==> src/rtl/qpu_timed_event_scheduler.sv <==
// Timed event scheduler: in-order FIFO of timestamped trigger events released against a local counter.
// Optional build macro QPU_SCHED_LATE_DROP_EN: late events are popped but not fired.
module qpu_timed_event_scheduler #(
  parameter int TIME_WIDTH = 32,
  parameter int DATA_WIDTH = 32,
  parameter int EVENT_NUM  = 8,
  parameter int DEPTH      = 8
) (
  input  logic                  clk,
  input  logic                  rst_n,
  input  logic                  enq_i_valid,
  output logic                  enq_o_ready,
  input  logic [TIME_WIDTH-1:0] enq_i_time,
  input  logic [EVENT_NUM-1:0]  enq_i_mask,
  input  logic [DATA_WIDTH-1:0] enq_i_data,
  input  logic                  i_trigger,
  input  logic                  i_halt,
  input  logic                  i_flush,
  output logic [TIME_WIDTH-1:0] o_time,
  output logic                  o_clk_ena,
  output logic [EVENT_NUM-1:0]  o_valid,
  output logic [DATA_WIDTH-1:0] o_data,
  output logic                  o_late,
  output logic                  o_busy
);

  localparam int AW = $clog2(DEPTH);

  typedef enum logic [1:0] {
    IDLE,
    RUN,
    HALT
  } state_t;

  state_t state;

  logic [TIME_WIDTH-1:0] cnt;
  logic [AW:0]           wr_ptr;
  logic [AW:0]           rd_ptr;

  logic [TIME_WIDTH-1:0] mem_time [DEPTH];
  logic [EVENT_NUM-1:0]  mem_mask [DEPTH];
  logic [DATA_WIDTH-1:0] mem_data [DEPTH];

  logic                  empty;
  logic                  full;
  logic                  push;
  logic                  pop;
  logic                  late;
  logic [TIME_WIDTH-1:0] head_time;
  logic [EVENT_NUM-1:0]  head_mask;
  logic [DATA_WIDTH-1:0] head_data;

  assign empty = (wr_ptr == rd_ptr);
  assign full  = (wr_ptr[AW] != rd_ptr[AW]) &&
                 (wr_ptr[AW-1:0] == rd_ptr[AW-1:0]);

  assign head_time = mem_time[rd_ptr[AW-1:0]];
  assign head_mask = mem_mask[rd_ptr[AW-1:0]];
  assign head_data = mem_data[rd_ptr[AW-1:0]];

  // Head is tested against the counter value before this edge's increment.
  assign pop  = (state == RUN) && !i_halt && !i_flush &&
                !empty && (head_time <= cnt);
  assign late = (head_time < cnt);
  assign push = enq_i_valid && !full && !i_flush;

  assign enq_o_ready = !full;
  assign o_time      = cnt;
  assign o_clk_ena   = (state == RUN);
  assign o_busy      = (state != IDLE) || !empty;

  always_ff @(posedge clk) begin
    if (push) begin
      mem_time[wr_ptr[AW-1:0]] <= enq_i_time;
      mem_mask[wr_ptr[AW-1:0]] <= enq_i_mask;
      mem_data[wr_ptr[AW-1:0]] <= enq_i_data;
    end
  end

  always_ff @(posedge clk or negedge rst_n) begin
    if (!rst_n) begin
      state   <= IDLE;
      cnt     <= '0;
      wr_ptr  <= '0;
      rd_ptr  <= '0;
      o_valid <= '0;
      o_data  <= '0;
      o_late  <= 1'b0;
    end else if (i_flush) begin
      state   <= IDLE;
      cnt     <= '0;
      wr_ptr  <= '0;
      rd_ptr  <= '0;
      o_valid <= '0;
      o_late  <= 1'b0;
    end else begin
      if (push) wr_ptr <= wr_ptr + 1'b1;
      if (pop)  rd_ptr <= rd_ptr + 1'b1;

`ifdef QPU_SCHED_LATE_DROP_EN
      o_valid <= (pop && !late) ? head_mask : '0;
      if (pop && !late) o_data <= head_data;
`else
      o_valid <= pop ? head_mask : '0;
      if (pop) o_data <= head_data;
`endif
      o_late <= pop && late;

      if ((state == RUN) && !i_halt && (cnt != '1))
        cnt <= cnt + 1'b1;

      unique case (state)
        IDLE: if (!i_halt && i_trigger) state <= RUN;
        RUN:  if (i_halt) state <= HALT;
        HALT: if (!i_halt && i_trigger) state <= RUN;
        default: state <= IDLE;
      endcase
    end
  end

endmodule

==> config.mk <==
export PLATFORM = sky130hd
export DESIGN_NAME = qpu_timed_event_scheduler
export DESIGN_NICKNAME = d
export VERILOG_FILES = /design/src/rtl/qpu_timed_event_scheduler.sv
export SDC_FILE = /design/constraint.sdc
export NUM_CORES = 1
export LEC_CHECK = 0
export ABC_AREA = 1
export BUFFER_PORTS_ARGS = -buffer_cell sky130_fd_sc_hd__buf_4
export CAP_MARGIN = 20
export CORE_MARGIN = 2
export CORE_UTILIZATION = 49
export CTS_CLUSTER_SIZE = 24
export DETAILED_ROUTE_END_ITERATION = 16
export GPL_TIMING_DRIVEN = 0
export PLACE_DENSITY = 0.66
export SLEW_MARGIN = 20
export SYNTH_ARGS = -nofsm -noshare
export SYNTH_HDL_FRONTEND = slang
export SYNTH_SLANG_ARGS = --single-unit
==> constraint.sdc <==
create_clock -name clk -period 10.36 [get_ports clk]
set_clock_uncertainty 0.05 [all_clocks]
set_input_delay 1.036 -clock clk [delete_from_list [all_inputs] [get_ports clk]]
set_output_delay 1.036 -clock clk [all_outputs]
set_load 0.02 [all_outputs]
==> summary.md <==
| Metric | Value |
|---|---|
| CP Capture Type | `flip-flop` |
| Area of the core | `55,090 um2` |
| Share of the synthesized area in the top cell type | `63.30%` |
| Clock tree buffer depth | `3` |
| Count leader, synth | `edfxtp_1` |
| DRT Pass-1 Iters | `5` |
| Routability Congestion | `0.9445` |
| Remaining antenna violation count after routing | `0` |
| CP startpoint kind | `flip-flop` |
| Routed WL | `77,120 um` |
| Worst R2R End | `o_data[27]` |
| Placed cells | `3,307` |
| First-pass GRT wire length | `114,200 um` |
| Leak | `12.13 nW` |
| Fill cells | `4,492` |
| Post-CTS Setup Bufs | `0` |
| Commonest cells in the netlist | `576 x edfxtp_1, 441 x nor2_1, 433 x nand2_1` |
| Worst Hold Path Cells | `2` |
| Distinct cells, synth | `43` |
| CTS H-tree lvls | `3` |
| Port bufs | `152` |
| CTS tree | `built` |
| Setup CP Type | `flip-flop to flip-flop` |
| Finished Layout Cells | `3,437` |
| Critical-path top delay cell | `clkbuf_1` |
| Grt ovf | `0` |
| DR iter-0 viols | `1,923` |
| Mapped cell area | `27,330 um2` |
| I/O Pins | `154` |
| Post-Syn Nets | `2,469` |
| Tcrit/Tclk final | `46.05%` |
| Cell Rows | `86` |
| Clock tree sinks | `659` |
| Ys async rst share | `12.59%` |
| Worst Path Buf+Inv | `5` |
| Vias per inst | `5.660` |
| Synth top area cells | `edfxtp_1 63%, dfrtp_1 7.6%, nor2_1 6.1%` |
| Crit-path most repeated cell | `nand2_1` |
| R2r worst-path depth | `18` |
| Post-detailed-route DRC marker count | `0` |
| Initial Utilization | `49.60%` |
| PD cells | `180.0 nW/um2` |
| Hold wc startpoint | `o_data[20]` |
| WP data required | `10.86 ns` |
| Max-cap violations | `0` |
| Worst R2R Start | `rd_ptr[0]` |
| RSZ-0062 raised after global routing | `no` |
| CTS Hold Buffers Added | `0` |
| Fmax | `0.2096 GHz` |
| Largest net degree at the start of global routing | `84` |
| Via count | `19,450` |
| Hpwl dp | `52,070 um` |
| EDFF count, synth | `576` |
| Worst reg2reg setup slack | `5.59 ns` |
| Initial antenna violation count | `6` |
| Chip height | `240.2 um` |
| Sequential area share after synthesis | `70.90%` |
| Hold WC Path Type | `flip-flop to flip-flop` |
| Clock root buffer | `clkbuf_16` |
| TritonCTS buffer count | `69` |
| Top_reg_cell synth | `edfxtp_1` |
| Syn Area/Cell | `11.60 um2` |
| Relative slew slack | `34.12%` |
| Dpl cell area | `30,180 um2` |
| Area grow syn2layout | `18.80%` |
| CP Cell Sequence | `inv_2 > buf_2 > buf_2 > clkbuf_1 > o21ai_0 > o22ai_1 > nor2_1 > a31oi_1 > ha_1 > nand2_1 > nor2_1 > nand3_1 > nor3_4 > nand4_4 > nand2_4 > buf_4 > nand2_1 > nand2_1` |
| Latest clock arrival within the worst-skew pair | `0.61 ns` |
| Fraction of layout cells with a size suffix above 1 | `15.52%` |
| Die width | `240.2 um` |
| CP startpoint | `rd_ptr[0]` |
| Critical Path Stages | `18` |
| Die ar. | `57,670 um2` |
| YS warnings | `0` |
| Data arrival time of the critical path | `5.27 ns` |
| Vias in the first global route | `19,130` |
| Post-route cell area | `32,460 um2` |
| Cells after Synth | `2,356` |
| Clk slew on worst S/H paths | `0.06 ns` |
| Worst Tran Pin Value | `0.9882 ns` |
| Slew Limit Fails | `0` |
| Final #Nets | `2,743` |
| Crit path max fanout | `10` |
| Area leader, netlist | `edfxtp_1` |
| Seq cells post-synth | `659` |
| Max VDD drop | `0.1395 mV` |
| Critical path's top delay family | `buffers and inverters` |
| CP max stage delay | `0.64 ns` |
| Post-cts resize count | `0` |
| Final setup violation count | `0` |
| Tot GR Track Use | `26.87%` |
| Critical Path End | `o_data[27]` |
| Finished Core Util | `58.93%` |
| Drt wl/cell | `22.44 um` |
| Post-layout min period | `4.771 ns` |
| Run status | `complete, no violations` |
| Final hold viol count | `0` |
==> report_power, final <==
| part | switching, mW | internal (mW) | leakage, nW | total (mW) |
|---|---|---|---|---|
| Clock | 1.05 | 1.43 | 1.11 | 2.48 |
| Combinational | 0.237 | 0.133 | 4.68 | 0.371 |
| Sequential | 0.0326 | 2.96 | 6.34 | 2.99 |
| Total | 1.32 | 4.53 | 12.1 | 5.84 |
==> cell usage in the layout, fill, tap and decap left out, types with 63 or more instances in the layout <==
cell	instances
edfxtp_1	576
nor2_1	436
nand2_1	433
o21ai_0	213
buf_4	184
nand3_1	130
dfrtp_1	83
clkbuf_16	75
inv_1	73
clkbuf_1	69
a31oi_1	63
==> final cells by class <==
type / count / area, um2 / share of cell area [%]
clock buffer: 86 / 1928 / 5.939
tap: 748 / 935.9 / 2.883
clock inverter: 42 / 354.1 / 1.091
buffer: 126 / 586.8 / 1.808
inverter: 83 / 314.1 / 0.9674
sequential: 659 / 19370 / 59.68
multi-input combinational: 1488 / 7104 / 21.88
antenna: 2 / 5.005 / 0.01542
timing repair buffer: 203 / 1863 / 5.739
==> worst min-delay path by stage <==
stage	endpoint	slack (ns)
after floorplan	state[1]	0.42
after global placement	state[1]	0.43
after detailed placement	o_data[16]	0.44
after CTS	o_data[3]	0.46
after global routing	o_data[16]	0.48
final	o_data[20]	0.46
==> cells by family after synthesis <==
family,count (synthesis),synth area share (%)
DFF,659,70.90
AOI/OAI and AO/OA,358,7.308
xor gates and xnor gates,8,0.2564
buffers and inverters,209,3.297
adders and majority gates,35,1.603
and+or+nand+nor,1087,16.64
==> worst reg2reg max path, stage by stage (launching register included) <==
cell and delay (ns):
dfrtp_1 0.42, inv_2 0.13, buf_2 0.35, buf_2 0.42, clkbuf_1 0.65, o21ai_0 0.16
o22ai_1 0.16, nor2_1 0.06, a31oi_1 0.27, ha_1 0.19, nand2_1 0.07, nor2_1 0.17
nand3_1 0.19, nor3_4 0.21, nand4_4 0.35, nand2_4 0.41, buf_4 0.26, nand2_1 0.11
nand2_1 0.07
==> per-layer routing <==
layer  track usage [%]  vias to the layer above  share of wire [%]
met5                 0                        -              0.071
met4             11.44                        8                3.7
met3             5.614                      162                8.9
met2             44.23                      918                 48
met1             34.70                     9525                 40
li1                  -                     8841                  -
==> registers in the layout (all words and copies together) (netlist names) <==
register  flops
state         2
mem_mask     64
wr_ptr        4
o_valid       8
mem_data    256
rd_ptr        4
o_time       32
o_data       32
o_late        1
mem_time    256
==> metrics by stage <==
| step | setup slack, ns | setup TNS (ns) | power (mW) | hold WS, ns |
|---|---|---|---|---|
| after floorplan | 3.423 | 0 | 3.221 | 0.4172 |
| after CTS | 5.582 | 0 | 5.867 | 0.4647 |
| after detailed placement | 5.622 | 0 | 3.414 | 0.4449 |
| final | 5.589 | 0 | 5.844 | 0.4609 |
| after global routing | 5.395 | 0 | 5.996 | 0.4836 |
| after global placement | -1.561 | -303.68 | 3.398 | 0.4298 |
No activity file was read; power rests on OpenSTA's default activity.
